===== config.mk =====
export PLATFORM = sky130hd
export DESIGN_NAME = bcd_to_bin_seq
export DESIGN_NICKNAME = d
export VERILOG_FILES = /design/src/rtl/bcd_pkg.sv /design/src/rtl/bcd_digit_adjust.sv /design/src/rtl/bcd_to_bin_seq.sv
export SDC_FILE = /design/constraint.sdc
export NUM_CORES = 1
export LEC_CHECK = 0
export BUFFER_PORTS_ARGS = -buffer_cell sky130_fd_sc_hd__buf_2
export CAP_MARGIN = 20
export CORE_MARGIN = 2
export CORE_UTILIZATION = 45
export CTS_BUF_LIST = sky130_fd_sc_hd__clkbuf_4
export DETAILED_ROUTE_END_ITERATION = 7
export PLACE_DENSITY_LB_ADDON = 0.08
export SYNTH_ARGS = -nofsm -noshare
export SYNTH_HDL_FRONTEND = slang
export SYNTH_SLANG_ARGS = --single-unit

===== constraint.sdc =====
create_clock -name clk -period 4.01 [get_ports clk]
set_input_delay 1.0025 -clock clk [delete_from_list [all_inputs] [get_ports clk]]
set_output_delay 1.0025 -clock clk [all_outputs]
set_load 0.02 [all_outputs]

===== src/rtl/bcd_pkg.sv =====
// Shared definitions for the packed-BCD to binary converter.
//   - BCD digit geometry and legality limit
//   - reverse double-dabble adjust threshold/value
//   - converter FSM state encoding
package bcd_pkg;

  localparam int BCD_DIGIT_W    = 4;
  localparam int BCD_MAX_DIGIT  = 9;
  localparam int BCD_ADJ_THRESH = 8;
  localparam int BCD_ADJ_VAL    = 3;

  typedef enum logic [1:0] {
    ST_IDLE = 2'd0,
    ST_CONV = 2'd1,
    ST_DONE = 2'd2
  } state_t;

  // A BCD digit is illegal when it encodes a value above 9 (codes A..F).
  function automatic logic digit_illegal(input logic [BCD_DIGIT_W-1:0] d);
    return d > BCD_DIGIT_W'(BCD_MAX_DIGIT);
  endfunction

endpackage


===== src/rtl/bcd_digit_adjust.sv =====
// One BCD digit correction step of reverse double-dabble.
//   d : digit value after the right shift
//   q : d - 3 when d >= 8, otherwise d unchanged
// The subtract is a plain 4-bit one; a digit >= 8 always yields 5..12,
// so no borrow ever leaves the digit.
module bcd_digit_adjust
  import bcd_pkg::*;
(
  input  logic [BCD_DIGIT_W-1:0] d,
  output logic [BCD_DIGIT_W-1:0] q
);

  always_comb begin
    q = d;
    if (d >= BCD_DIGIT_W'(BCD_ADJ_THRESH)) begin
      q = d - BCD_DIGIT_W'(BCD_ADJ_VAL);
    end
  end

endmodule


===== src/rtl/bcd_to_bin_seq.sv =====
// Sequential packed-BCD to unsigned binary converter (reverse double-dabble).
// One binary bit is resolved per clock; BIN_W steps per legal word.
//
// Ports:
//   clk, reset  : rising-edge clock, synchronous active-high reset
//   in_valid    : in_bcd holds a word to convert
//   in_ready    : converter idle; a word is accepted on in_valid && in_ready
//   in_bcd      : packed BCD, digit 0 in [3:0]
//   out_valid   : out_bin/out_err hold a result
//   out_ready   : consumer takes the result on out_valid && out_ready
//   out_bin     : binary result (0 when out_err)
//   out_err     : some input digit was > 9
//   state_dbg   : current FSM state, for observation only
//
// Handshake: a transfer happens on a rising edge where valid && ready are
// both high. Upstream keeps in_valid/in_bcd stable until accepted; the
// result stays stable while out_valid is high and out_ready is low.
module bcd_to_bin_seq
  import bcd_pkg::*;
#(
  parameter int DIGITS = 2,
  parameter int BIN_W  = 7
) (
  input  logic                      clk,
  input  logic                      reset,
  input  logic                      in_valid,
  output logic                      in_ready,
  input  logic [BCD_DIGIT_W*DIGITS-1:0] in_bcd,
  output logic                      out_valid,
  input  logic                      out_ready,
  output logic [BIN_W-1:0]          out_bin,
  output logic                      out_err,
  output state_t                    state_dbg
);

  localparam int BCD_W = BCD_DIGIT_W * DIGITS;
  localparam int SR_W  = BCD_W + BIN_W;
  localparam int CNT_W = $clog2(BIN_W + 1);

  state_t            state_q, state_d;
  logic [SR_W-1:0]   sr_q, sr_d;
  logic [CNT_W-1:0]  cnt_q, cnt_d;
  logic [BIN_W-1:0]  bin_q, bin_d;
  logic              err_q, err_d;

  logic [SR_W-1:0]   shifted;
  logic [SR_W-1:0]   stepped;
  logic              in_illegal;

  // One conversion step: shift the whole {bcd,bin} register right, then
  // correct every BCD digit of the shifted value.
  assign shifted = sr_q >> 1;
  assign stepped[BIN_W-1:0] = shifted[BIN_W-1:0];

  for (genvar g = 0; g < DIGITS; g++) begin : g_adj
    bcd_digit_adjust u_adj (
      .d(shifted[BIN_W + BCD_DIGIT_W*g +: BCD_DIGIT_W]),
      .q(stepped[BIN_W + BCD_DIGIT_W*g +: BCD_DIGIT_W])
    );
  end

  always_comb begin
    in_illegal = 1'b0;
    for (int i = 0; i < DIGITS; i++) begin
      if (digit_illegal(in_bcd[BCD_DIGIT_W*i +: BCD_DIGIT_W])) begin
        in_illegal = 1'b1;
      end
    end
  end

  always_comb begin
    state_d = state_q;
    sr_d    = sr_q;
    cnt_d   = cnt_q;
    bin_d   = bin_q;
    err_d   = err_q;
    case (state_q)
      ST_IDLE: begin
        if (in_valid) begin
          sr_d  = {in_bcd, {BIN_W{1'b0}}};
          cnt_d = '0;
          if (in_illegal) begin
            // Illegal words skip conversion and report straight away.
            state_d = ST_DONE;
            bin_d   = '0;
            err_d   = 1'b1;
          end else begin
            state_d = ST_CONV;
          end
        end
      end
      ST_CONV: begin
        sr_d  = stepped;
        cnt_d = cnt_q + CNT_W'(1);
        if (cnt_q == CNT_W'(BIN_W - 1)) begin
          state_d = ST_DONE;
          bin_d   = stepped[BIN_W-1:0];
          err_d   = 1'b0;
        end
      end
      ST_DONE: begin
        if (out_ready) begin
          state_d = ST_IDLE;
        end
      end
      default: state_d = ST_IDLE;
    endcase
  end

  always_ff @(posedge clk) begin
    if (reset) begin
      state_q <= ST_IDLE;
      sr_q    <= '0;
      cnt_q   <= '0;
      bin_q   <= '0;
      err_q   <= 1'b0;
    end else begin
      state_q <= state_d;
      sr_q    <= sr_d;
      cnt_q   <= cnt_d;
      bin_q   <= bin_d;
      err_q   <= err_d;
    end
  end

  assign in_ready  = (state_q == ST_IDLE);
  assign out_valid = (state_q == ST_DONE);
  assign out_bin   = bin_q;
  assign out_err   = err_q;
  assign state_dbg = state_q;

endmodule


==> Word-level counts from Yosys, hierarchy flattened <==
Cells that the tools add are included.
{ "totals": {"in_bits": 12, "reg_bits": 28, "elab_cells": 45, "out_inout_bits": 12} }
{ "op_classes": {"magnitude_cmp": 4, "muxes": 21, "reduce_logical": 5, "add_sub_neg": 3, "n_eq_ne": 7} }
{ "ops": {"columns": ["operator", "count"], "rows": [
  ["15-bit one-hot mux with 2 select lines", 1],
  ["7-bit 2-to-1 mux", 3],
  ["15-bit 2-to-1 mux", 1],
  ["7-bit one-hot mux with 2 select lines", 1],
  ["4-bit > comparator (second input constant)", 2],
  ["2-bit 2-to-1 mux", 4],
  ["4-bit 2-to-1 mux", 2],
  ["2-bit one-hot mux with 3 select lines", 1],
  ["3-bit one-hot mux with 2 select lines", 1],
  ["1-bit 2-to-1 mux", 5],
  ["3-bit by 4-bit >= comparator with 1-bit output (second input constant)", 1],
  ["4-bit >= comparator (second input constant)", 1],
  ["2-bit by 1-bit inequality test with 1-bit output (second input constant)", 2],
  ["2-bit inequality test (second input constant)", 2],
  ["4-bit AND reduction", 1],
  ["3-bit by 2-bit subtractor with 4-bit output (second input constant)", 1],
  ["4-bit by 2-bit subtractor with 4-bit output (second input constant)", 1],
  ["3-bit by 1-bit adder with 3-bit output (second input constant)", 1],
  ["3-bit == test (second input constant)", 1],
  ["3-bit 2-to-1 mux", 1],
  ["3-bit AND reduction", 1],
  ["2-bit by 1-bit == test with 1-bit output (second input constant)", 1],
  ["2-bit == test (second input constant)", 1],
  ["2-bit zero test", 1],
  ["3 further kinds", 3]
]} }

==> Depth between registers and ports, before layout <==
{ "depth": {"ltp_word": 6, "depth_mapped": 6, "mapped_depth_nobuf": 6} }

==> Modules after synthesis <==
Synthesis repeated with hierarchy kept, for this count alone.
{ "unflattened": {"hier_cells": 144, "hier_area_um2": 1260.0} }
{ "by_module_without_submodules": {"columns": ["module", "instances", "area_each_um2", "cells_each"], "rows": [
  ["bcd_to_bin_seq", 1, 1107.3, 122],
  ["bcd_digit_adjust", 2, 76.3, 11]
]} }

==> Worst setup path after synthesis <==
Ideal clock, no wire load.
{ "synth_timing": {"path_kind": "register -> output", "startpoint": "reg state_q[1] (netlist: state_dbg[1])", "endpoint": "out out_valid", "t_arrival_ns": 0.963, "required_time_ns": 3.008, "path_stages_with_launch": 3, "slack_ns": 2.045, "path_cell_list": "dfxtp_1 > buf_6 > nor2b_1"} }
{ "synth_via": {"elab_chain_len": 1} }
{ "synth_lines": {"columns": ["element", "line_no", "rtl"], "rows": [
  ["start: declaration", "bcd_to_bin_seq.sv:40", "state_t state_q, state_d;"],
  ["start signal: assignment", "bcd_to_bin_seq.sv:118", "state_q <= state_d;"],
  ["2-bit == test", "bcd_to_bin_seq.sv:127", "assign out_valid = (state_q == ST_DONE);"],
  ["end: declaration", "bcd_to_bin_seq.sv:29", "output logic out_valid,"]
]} }
Every way passes these cells.

==> Final worst setup path <==
Ends and elaborated chain as after synthesis.

==> results by group <==
Status
  • Status: complete, no violations

Timing
  • RSZ-0062 raised after global routing: false
  • Fin crit share: 56.3%
  • TNS Setup: 0 ns
  • Final Max Tran Viols: 0
  • Worst clock skew: 0.00181 ns
  • Tmin final: 2.26 ns
  • Slew headroom: between 40 and 50%
  • Least-Margin Pin Slew: 0.812 ns
  • Final Hold Fails: 0
  • Final setup viols: 0
  • FMAX: between 0.4 and 0.5 GHz

Clock network
  • Hold buffer count at CTS: 0
  • Clock Path Buffers: 2
  • Clock root buffer: clkbuf_4
  • TritonCTS Buffers: 3
  • Clock sinks: 27
  • CTS tree: built
  • Setup repair bufs after CTS: 0
  • Clock transition at path regs: 0.14 ns
  • H-tree depth: 1
  • Clk_lat worst skew: 0.32 ns
  • Post-CTS Resized: 0

Placed design
  • Gp weighted congestion: about 0.80
  • DPL Wire Length: about 1800 um
  • # port buffers: 23

Cells and area
  • Register area: 541 um2
  • Area Overhead vs Synth: 12.1%
  • Diodes inserted: 0
  • Share of cells above drive strength 1: 21.6%
  • Nets: 165
  • Core Util, Final: 52.9%
  • Multi-input logic area: 572 um2
  • Commonest non-fill, non-tap cell in the layout: dfxtp_1
  • Filler cells: 264
  • Most frequent cells in the layout: 27 x dfxtp_1, 23 x nor2_1, 23 x buf_2, 9 x nand2_1

Setup path
  • Worst r2r src: state_dbg[0]
  • Crit path DAT: 1.25 ns
  • Crit path kind: flip-flop to output port
  • Kind of end point of the critical path: output port
  • R2R setup slack: 2.15 ns
  • Crit-path max FO: 10
  • CP startpoint kind: flip-flop
  • FF-to-FF End: sr_q[8]
  • Reg2Reg Depth: 4
  • Worst Setup EP: out_valid
  • Worst Path Required: 3.01 ns
  • Worst setup startpoint: state_dbg[1]

Synthesis
  • Post-synthesis register bit count: 27
  • Syn Std Cell Area: 1170 um2
  • Post-synthesis sequential area ratio: 46.3%
  • Synthesized Nets: approximately 140
  • Syn Area/Cell: 9.13 um2
  • Synth warnings: 0
  • Synthesized netlist cell count: 128
  • Netlist cell types: 31
  • Area leader, netlist: dfxtp_1
  • Top cell type's share of synthesized area: 46.3%
  • Top cells by area, synth: dfxtp_1 46%, nor2_1 7.4%, a22o_1 5.2%

Worst hold path
  • HP Start: sr_q[12]
  • Tightest Hold Check Type: flip-flop to flip-flop

Routing
  • DR pass1 iterations: 4
  • # DRC: 0
  • Routed Antenna Nets: 0
  • WL final: 2400 um
  • Met2 routed WL: 1080 um
  • Routed met3 length: approximately 130 um
  • Vias per inst: 5.47
  • Total number of vias: 974
  • Met1 WL: 1180 um
  • Initial DRC count: 22
  • Uppermost routed layer: met4
  • Post-DR wirelength/cell: 13.5 um

Global route
  • First-pass GRT wire length: 3780 um
  • Vias in the first global route: around 850
  • Initial antenna violation count: 0
  • GRT Total Usage: 17.7%
  • GRT overflow: 0
  • Largest net degree at the start of global routing: 23

Floorplan
  • I/O pin total: 24
  • Initial core utilization: 47.2%
  • Die X: 55.0 um
  • Row count: 18
  • Die area: 3020 um2
  • CORE AREA: 2480 um2
  • Die Span Y: approximately 55 um

Power and ir drop
  • Leakage dissipation: around 0.54 nW
  • Peak supply drop: 0.209 mV
  • Pwr dens: 379 nW/um2

Job
  • Max cap viols: 0
state kept, by name, indices dropped and copies added, names as in the netlist:
| signal | cells |
|---|---|
| sr_q | 14 |
| cnt_q | 3 |
| out_bin | 7 |
| out_err | 1 |
| state_dbg | 2 |
Yosys cell counts (all sizes together):
master / n
nor2b: 3
or2: 1
a311oi: 3
a22o: 7
dfxtp: 27
buf: 5
a211oi: 3
a2bb2oi: 1
o21ai: 6
nor2: 24
xnor2: 2
nand2b: 2
or3b: 1
o22ai: 1
inv: 4
a221oi: 1
nand3b: 1
a22oi: 7
nand3: 1
a32oi: 2
clkbuf: 2
nor3: 5
ha: 4
a21oi: 6
nand2: 9
metal layers:
metal  vias up  global-route usage, %
met5         -                      0
met4         0                   6.10
met3         2                   3.23
met2        29                   28.8
met1       449                   23.4
li1        494                      -
worst max-delay path: stages (launching register included):
cell and delay, ns:
dfxtp_1 0.55, nor2b_1 0.20, buf_2 0.18
cells by family after synthesis:
family          after synthesis  synth area share [%]
flops                        27                  46.3
compound gates               37                  24.5
buf+inv                      11                  4.82
simple gates                 47                  18.6
fa+ha+maj                     4                  4.28
xor+xnor                      2                  1.50
through the flow:
stage | instances | hold slack (ns) | power [mW] | setup slack (ns) | area (um2)
after global routing | 178 | 0.514 | 0.526 | 1.63 | 1310
after detailed placement | 174 | 0.461 | 0.383 | 1.81 | 1280
after CTS | 178 | 0.491 | 0.501 | 1.75 | 1310
final | 178 | 0.487 | 0.497 | 1.75 | 1310
after floorplan | 128 | 0.443 | 0.362 | 2.04 | 1170
after global placement | 174 | 0.456 | 0.380 | 1.85 | 1280
worst min-delay path by stage:
stage | cells after the start | slack (ns) | end
after detailed placement | 1 | 0.46 | out_bin[0]
after global routing | 2 | 0.51 | sr_q[11]
after global placement | 1 | 0.46 | out_bin[0]
after floorplan | 1 | 0.44 | out_bin[0]
after CTS | 2 | 0.49 | sr_q[11]
final | 2 | 0.49 | sr_q[11]
power by group:
| group | total, mW | switching [mW] | leakage, nW | internal (mW) |
|---|---|---|---|---|
| Clock | 0.120 | 0.0815 | 0.0139 | 0.0382 |
| Sequential | 0.294 | 0.0133 | 0.220 | 0.281 |
| Combinational | 0.0833 | 0.0508 | 0.303 | 0.0325 |
| Total | 0.497 | 0.146 | 0.537 | 0.351 |
layout make-up:
class / count / area share [%]
Multi-Input combinational cell: 90 / 43.6
Inverter: 4 / 1.15
Timing Repair Buffer: 23 / 8.79
Clock inverter: 1 / 0.573
Tap cell: 30 / 2.87
Sequential cell: 27 / 41.3
Clock buffer: 3 / 1.72
No activity file was read; power rests on OpenSTA's default activity.
